[src/rtl/mul8_acc_pkg.sv]
`default_nettype none
// ============================================================================
// Module      : mul8_acc_pkg
// Description : Shared types and constants for the mul8 product accumulator.
//               - state_e   : accumulator control states (ACCUM, HOLD)
//               - PROD_W    : width of the multiplier product feeding the block
//               - ACC_W_MIN / ACC_W_MAX : legal accumulator width bounds,
//                 checked at elaboration time by the top level.
// Revision    : 1.0 - initial release
// ============================================================================
package mul8_acc_pkg;

  localparam int PROD_W    = 16;
  localparam int ACC_W_MIN = 17;
  localparam int ACC_W_MAX = 32;

  typedef enum logic [0:0] {
    ACCUM = 1'b0,
    HOLD  = 1'b1
  } state_e;

endpackage
`default_nettype wire

[src/rtl/mul8_acc_add.sv]
`default_nettype none
// ============================================================================
// Module      : mul8_acc_add
// Description : Combinational ACC_W-bit adder: acc + zero-extended product.
//               Configuration macro ACC_SAT_EN: when defined, a carry-out
//               clamps the sum to all-ones; otherwise the sum wraps.
// Ports       : acc_i   [ACC_W]  current accumulator value
//               prod_i  [PROD_W] unsigned product to add
//               sum_o   [ACC_W]  new accumulator value (wrapped or clamped)
//               carry_o [1]      carry-out of the ACC_W+1-bit addition
// Revision    : 1.0 - initial release
// ============================================================================
module mul8_acc_add
  import mul8_acc_pkg::*;
#(
  parameter int ACC_W = 24
) (
  input  logic [ACC_W-1:0]  acc_i,
  input  logic [PROD_W-1:0] prod_i,
  output logic [ACC_W-1:0]  sum_o,
  output logic              carry_o
);

  logic [ACC_W:0] w_raw;

  assign w_raw   = {1'b0, acc_i} + {{(ACC_W + 1 - PROD_W){1'b0}}, prod_i};
  assign carry_o = w_raw[ACC_W];

`ifdef ACC_SAT_EN
  // Once clamped at all-ones, any further non-zero product carries again,
  // so the accumulator stays pinned for the rest of the frame.
  assign sum_o = w_raw[ACC_W] ? {ACC_W{1'b1}} : w_raw[ACC_W-1:0];
`else
  assign sum_o = w_raw[ACC_W-1:0];
`endif

endmodule
`default_nettype wire

[src/rtl/mul8_prod_acc.sv]
`default_nettype none
// ============================================================================
// Module      : mul8_prod_acc
// Description : Streaming frame accumulator behind the 8x8 approximate
//               multiplier. Sums cfg_len+1 products (or fewer on flush) and
//               hands the result off over a valid/ready handshake.
//               Configuration macro ACC_SAT_EN selects saturating (defined)
//               or wrapping (undefined) accumulation; see mul8_acc_add.
// Ports       : clk          sole clock, rising edge
//               rst_n        synchronous active-low reset
//               cfg_len_i    frame length minus one (latched on first beat)
//               in_valid_i   product valid
//               in_ready_o   block accepts a product this cycle
//               in_prod_i    16-bit unsigned product
//               flush_i      close the current frame early
//               out_valid_o  result valid
//               out_ready_i  consumer accepts result
//               out_sum_o    frame sum
//               out_count_o  number of products in the frame
//               out_ovf_o    a carry-out occurred during the frame
// Revision    : 1.0 - initial release
// ============================================================================
module mul8_prod_acc
  import mul8_acc_pkg::*;
#(
  parameter int ACC_W = 24,
  parameter int LEN_W = 8
) (
  input  logic              clk,
  input  logic              rst_n,
  input  logic [LEN_W-1:0]  cfg_len_i,
  input  logic              in_valid_i,
  output logic              in_ready_o,
  input  logic [PROD_W-1:0] in_prod_i,
  input  logic              flush_i,
  output logic              out_valid_o,
  input  logic              out_ready_i,
  output logic [ACC_W-1:0]  out_sum_o,
  output logic [LEN_W:0]    out_count_o,
  output logic              out_ovf_o
);

  generate
    if (ACC_W < ACC_W_MIN || ACC_W > ACC_W_MAX) begin : g_acc_w_bad
      $error("mul8_prod_acc: ACC_W outside legal range");
    end
  endgenerate

  // --------------------------------------------------------------------------
  // State
  // --------------------------------------------------------------------------
  state_e            state_q;
  logic [ACC_W-1:0]  acc_q;
  logic [LEN_W:0]    cnt_q;
  logic [LEN_W-1:0]  len_q;
  logic              ovf_q;
  logic              out_valid_q;
  logic [ACC_W-1:0]  out_sum_q;
  logic [LEN_W:0]    out_count_q;
  logic              out_ovf_q;

  // --------------------------------------------------------------------------
  // Datapath
  // --------------------------------------------------------------------------
  logic              w_in_ready;
  logic              w_beat;
  logic              w_first;
  logic [LEN_W-1:0]  w_len;
  logic              w_last;
  logic              w_close;
  logic [ACC_W-1:0]  w_add_sum;
  logic              w_add_carry;
  logic [ACC_W-1:0]  sum_d;
  logic [LEN_W:0]    count_d;
  logic              ovf_d;

  mul8_acc_add #(
    .ACC_W (ACC_W)
  ) u_add (
    .acc_i   (acc_q),
    .prod_i  (in_prod_i),
    .sum_o   (w_add_sum),
    .carry_o (w_add_carry)
  );

  // Gated by rst_n so the port reads 0 throughout reset and 1 as soon as
  // reset is released; out_ready_i never feeds this path.
  assign w_in_ready = rst_n & (state_q == ACCUM);
  assign w_beat     = in_valid_i & w_in_ready;
  assign w_first    = (cnt_q == '0);

  // On the first beat the live cfg_len_i is the frame length; afterwards
  // the latched copy is used so mid-frame changes have no effect.
  assign w_len      = w_first ? cfg_len_i : len_q;
  assign w_last     = w_beat & (cnt_q == {1'b0, w_len});

  // A flush closes only if the frame holds at least one product,
  // counting a beat arriving in the same cycle.
  assign w_close    = w_last |
                      ((state_q == ACCUM) & flush_i & (w_beat | ~w_first));

  assign sum_d      = w_beat ? w_add_sum : acc_q;
  assign count_d    = w_beat ? (cnt_q + 1'b1) : cnt_q;
  assign ovf_d      = ovf_q | (w_beat & w_add_carry);

  // --------------------------------------------------------------------------
  // Control FSM with registered outputs
  // --------------------------------------------------------------------------
  always_ff @(posedge clk) begin
    if (!rst_n) begin
      state_q     <= ACCUM;
      acc_q       <= '0;
      cnt_q       <= '0;
      len_q       <= '0;
      ovf_q       <= 1'b0;
      out_valid_q <= 1'b0;
      out_sum_q   <= '0;
      out_count_q <= '0;
      out_ovf_q   <= 1'b0;
    end else begin
      case (state_q)
        ACCUM: begin
          if (w_close) begin
            out_valid_q <= 1'b1;
            out_sum_q   <= sum_d;
            out_count_q <= count_d;
            out_ovf_q   <= ovf_d;
            state_q     <= HOLD;
          end else if (w_beat) begin
            acc_q <= w_add_sum;
            cnt_q <= count_d;
            ovf_q <= ovf_d;
            if (w_first) begin
              len_q <= cfg_len_i;
            end
          end
        end
        HOLD: begin
          // Result registers keep their value after the handshake; only
          // out_valid drops. The working accumulator restarts from zero.
          if (out_ready_i) begin
            out_valid_q <= 1'b0;
            acc_q       <= '0;
            cnt_q       <= '0;
            ovf_q       <= 1'b0;
            state_q     <= ACCUM;
          end
        end
        default: begin
          state_q <= ACCUM;
        end
      endcase
    end
  end

  assign in_ready_o  = w_in_ready;
  assign out_valid_o = out_valid_q;
  assign out_sum_o   = out_sum_q;
  assign out_count_o = out_count_q;
  assign out_ovf_o   = out_ovf_q;

endmodule
`default_nettype wire

[config.mk]
export PLATFORM = sky130hd
export DESIGN_NAME = mul8_prod_acc
export DESIGN_NICKNAME = d
export VERILOG_FILES = /design/src/rtl/mul8_acc_pkg.sv /design/src/rtl/mul8_acc_add.sv /design/src/rtl/mul8_prod_acc.sv
export SDC_FILE = /design/constraint.sdc
export NUM_CORES = 1
export LEC_CHECK = 0
export BUFFER_PORTS_ARGS = -buffer_cell sky130_fd_sc_hd__clkbuf_2
export CORE_UTILIZATION = 40
export DETAILED_ROUTE_END_ITERATION = 6
export GPL_ROUTABILITY_DRIVEN = 0
export PLACE_DENSITY = 0.6
export SYNTH_ARGS = -nofsm -noshare
export SYNTH_HDL_FRONTEND = slang
export SYNTH_SLANG_ARGS = --single-unit
[constraint.sdc]
create_clock -name clk -period 3.05 [get_ports clk]
set_clock_uncertainty 0.1 [all_clocks]
set_input_delay 0.305 -clock clk [delete_from_list [all_inputs] [get_ports clk]]
set_output_delay 0.305 -clock clk [all_outputs]
set_load 0.05 [all_outputs]
==> run_summary.xml <==
<?xml version="1.0" encoding="UTF-8"?>
<metrics>
  <group name="synthesis">
    <metric name="avgSynthCellArea" unit="sq um">8.22</metric>
    <metric name="synth_top_area_cell" unit="">sky130_fd_sc_hd__dfxtp_1</metric>
    <metric name="synth_enable_flop_cells" unit="">0</metric>
    <metric name="share_of_synthesized_area_occupied_by_flip_flops_and_latches" unit="%">36.3</metric>
    <metric name="synth.ff_latch_count" unit="">78</metric>
    <metric name="ys_warns" unit="">0</metric>
    <metric name="synth_top_cell_area_share" unit="%">36.3</metric>
    <metric name="syn_nets" unit="">572</metric>
    <metric name="synth_top_cells_by_area" unit="">sky130_fd_sc_hd__dfxtp_1, sky130_fd_sc_hd__ha_1, sky130_fd_sc_hd__nor2_1, sky130_fd_sc_hd__nand2_1, sky130_fd_sc_hd__xnor2_1</metric>
    <metric name="yosys_most_used_dff" unit="">sky130_fd_sc_hd__dfxtp_1</metric>
    <metric name="synthCells" unit="">524</metric>
    <metric name="synth-async-reset-ratio" unit="%">0</metric>
    <metric name="synth.cell_area" unit="sq mm">0.00431</metric>
    <metric name="yosys.cell_types.count" unit="">68</metric>
  </group>
  <group name="grt">
    <metric name="globalRouteOverflowTotal" unit="">0</metric>
    <metric name="track_usage" unit="%">21.0</metric>
    <metric name="grt_start_max_net_pins" unit="">30</metric>
    <metric name="grt_pass1_wl" unit="mm">18.5</metric>
    <metric name="antenna_found_initial" unit="">0</metric>
    <metric name="first_global_vias" unit="">3806</metric>
  </group>
  <group name="timing">
    <metric name="relSlewSlack" unit="%">55.5</metric>
    <metric name="max_freq" unit="MHz">348</metric>
    <metric name="setup-violations-final" unit="">0</metric>
    <metric name="setup_repair_after_global_routing_missed_its_margin" unit="">yes</metric>
    <metric name="final_hold_viol_count" unit="">0</metric>
    <metric name="hold_slack" unit="ns">0.110</metric>
    <metric name="fin_crit_sh" unit="%">94.2</metric>
    <metric name="timing.final.crit_period" unit="ns">2.87</metric>
    <metric name="tightest_slew" unit="ns">0.666</metric>
    <metric name="maxSlewViolCount" unit="">0</metric>
  </group>
  <group name="pwr">
    <metric name="vdd_ir_drop_max" unit="mV">0.370</metric>
    <metric name="power-per-cell-area" unit="mW/mm^2">950</metric>
    <metric name="static-leakage-power" unit="nW">2.11</metric>
  </group>
  <group name="clocking">
    <metric name="clock_latency" unit="ns">0.37</metric>
    <metric name="numCtsBuffers" unit="">9</metric>
    <metric name="clockRootBuffer" unit="">sky130_fd_sc_hd__clkbuf_8</metric>
    <metric name="number_of_buffers_between_clock_root_and_the_deepest_sink" unit="">2</metric>
    <metric name="postCtsHoldBufs" unit="">0</metric>
    <metric name="clk_pin_slew" unit="ns">0.08</metric>
    <metric name="cts_max_level" unit="">3</metric>
    <metric name="cts_tree" unit="">yes</metric>
    <metric name="cts_num_sinks" unit="">78</metric>
  </group>
  <group name="routing">
    <metric name="detail_route.iter0.violations" unit="">149</metric>
    <metric name="total_iterations_of_the_first_detailed_routing_run" unit="">6</metric>
    <metric name="number_of_antenna_violating_nets_in_the_routed_design" unit="">0</metric>
    <metric name="routed_via_density" unit="">5.54</metric>
    <metric name="post-route-drc-count" unit="">0</metric>
    <metric name="routed_wl" unit="mm">11.2</metric>
    <metric name="route.detailed.wl_per_inst" unit="microns">15.4</metric>
    <metric name="vias" unit="">4048</metric>
  </group>
  <group name="die">
    <metric name="floorplan.core_area" unit="sq mm">0.0104</metric>
    <metric name="die-width" unit="microns">106</metric>
    <metric name="start_util" unit="%">41.5</metric>
    <metric name="pin_count" unit="">65</metric>
    <metric name="floorplan.die.height" unit="microns">106</metric>
    <metric name="rows" unit="">37</metric>
    <metric name="total_die_area" unit="sq mm">0.0112</metric>
  </group>
  <group name="final_layout">
    <metric name="synthToLayoutAreaGrowth" unit="%">18.5</metric>
    <metric name="drive_above_1_share" unit="%">20.2</metric>
    <metric name="stdcell_area" unit="sq mm">0.00510</metric>
    <metric name="number_of_antenna_cells_inserted" unit="">0</metric>
    <metric name="final_net_count" unit="">638</metric>
    <metric name="most-common-layout-cells" unit="">sky130_fd_sc_hd__dfxtp_1, sky130_fd_sc_hd__clkbuf_2, sky130_fd_sc_hd__nor2_1</metric>
    <metric name="layout.cells.most_common" unit="">sky130_fd_sc_hd__dfxtp_1</metric>
    <metric name="fill_cells" unit="">1007</metric>
    <metric name="layout.cells.non_filler" unit="">731</metric>
  </group>
  <group name="worst_setup_path">
    <metric name="critPathMaxStageDelay" unit="ns">0.56</metric>
    <metric name="timing.critical_path.cells" unit="">inv_1, ha_1, or4b_1, nor2_1, nor4b_2, o2111ai_2, nand2_2, nor2_1, mux2_2</metric>
    <metric name="worstPathArrival" unit="ns">3.09</metric>
    <metric name="critPathCaptureType" unit="">register</metric>
    <metric name="timing.setup.critical_path_class" unit="">reg2reg</metric>
    <metric name="worstSetupStartpointType" unit="">register</metric>
    <metric name="worst_path_most_repeated_cell" unit="">sky130_fd_sc_hd__nor2_1</metric>
    <metric name="critical_path.max_fanout" unit="">9</metric>
    <metric name="slowest_stage" unit="">sky130_fd_sc_hd__nor2_1</metric>
    <metric name="critPathRequiredTime" unit="ns">3.27</metric>
  </group>
  <group name="place">
    <metric name="place_inst" unit="">714</metric>
    <metric name="place.detailed.hpwl" unit="mm">7.99</metric>
    <metric name="io_buffer_count" unit="">64</metric>
    <metric name="postPlaceCellArea" unit="sq mm">0.00480</metric>
  </group>
  <group name="flow_run">
    <metric name="maxCapViolCount" unit="">0</metric>
  </group>
  <group name="run_status">
    <metric name="run_status" unit="">finished, final reports clean</metric>
  </group>
  <group name="hold_path">
    <metric name="hold_path_class" unit="">in2reg</metric>
  </group>
</metrics>
==> per-stage QoR <==
stage,utilization (%),setup TNS (ns),worst slack [ns],power [mW]
finish,49.2,0,0.178,4.85
global placement,46.3,0,0.221,3.71
global route,49.2,-0.130,-0.0286,5.15
detailed placement,46.3,0,0.138,3.74
CTS,49.1,0,0.118,4.86
floorplan,-,0,0.583,3.22
==> flip-flops by register name, summed over array words and instances, names as in the netlist <==
signal       cells
acc_q           24
out_sum_o       24
cnt_q            9
out_count_o      9
len_q            8
out_ovf_o        1
out_valid_o      1
ovf_q            1
state_q          1
==> Yosys cell counts (all sizes together) (4+ instances only) <==
cell type,n
dfxtp,78
nor2,57
nand2,44
o21ai,40
inv,27
a21oi,26
buf,19
ha,18
xnor2,17
nand3,16
a211oi,15
nor3,15
a22o,11
a31oi,10
clkbuf,10
nand2b,9
or3,9
a31o,8
o211ai,8
a21o,6
nand4,6
xor2,6
a311oi,5
mux2i,5
nor2b,5
nand3b,4
o31ai,4
==> power by group <==
| group | switching (mW) | total, mW | leakage (nW) | internal (mW) |
|---|---|---|---|---|
| registers | 0.171 | 1.45 | 0.636 | 1.28 |
| logic | 1.56 | 2.28 | 1.34 | 0.722 |
| clock network | 0.400 | 1.11 | 0.137 | 0.709 |
==> final cells by class <==
| type | instances | area (sq um) | share of cell area (%) |
|---|---|---|---|
| clock buffer | 10 | 128 | 2.50 |
| inverter | 29 | 111 | 2.18 |
| sequential | 78 | 1560 | 30.6 |
| timing repair buffer | 84 | 483 | 9.46 |
| multi-input combinational | 388 | 2490 | 48.8 |
| clock inverter | 6 | 158 | 3.09 |
| tap | 136 | 170 | 3.33 |
==> worst paths after layout <==
kind | depth (start not counted) | startpoint | endpoint | slack, ns
hold reg to reg | 2 | out_sum_o[8] | out_sum_o[8] | 0.35
setup / recovery | 9 | cnt_q[1] | cnt_q[0] | 0.18
setup reg to reg | 9 | cnt_q[1] | cnt_q[0] | 0.18
hold / removal | 3 | cfg_len_i[1] | len_q[1] | 0.11
==> metal layers <==
layer / global-route usage (%) / vias up / part of all wire [%]
met4: 6.75 / 0 / 1.3
met1: 27.1 / 1898 / 48
met5: 0 / - / 0
met2: 34.5 / 99 / 46
li1: - / 2039 / -
met3: 4.89 / 12 / 4.8
==> critical path, delay by kind of cell, from the launching register on <==
kind,cells,cell delay [ns]
AND/OR/NAND/NOR,5,1.51
flip-flops,1,0.36
AO/OA/AOI/OAI,1,0.27
multiplexers,1,0.27
adder cells (fa/ha/maj),1,0.19
buffers and inverters,1,0.13
==> cells by family after synthesis <==
group | synth area share (%)
xor gates and xnor gates | 4.68
muxes | 1.42
buffers and inverters | 6.01
adders and majority gates | 5.69
DFF | 36.3
and+or+nand+nor | 21.1
AOI/OAI and AO/OA | 24.9
==> timing repair <==
item                                    in CTS  in global routing
gates resized for setup                      0                  3
buffers inserted                             0                  1
hold endpoints to repair                     0                  0
endpoints found under the setup margin       0                 23
Power figures use the tool's default switching activity.
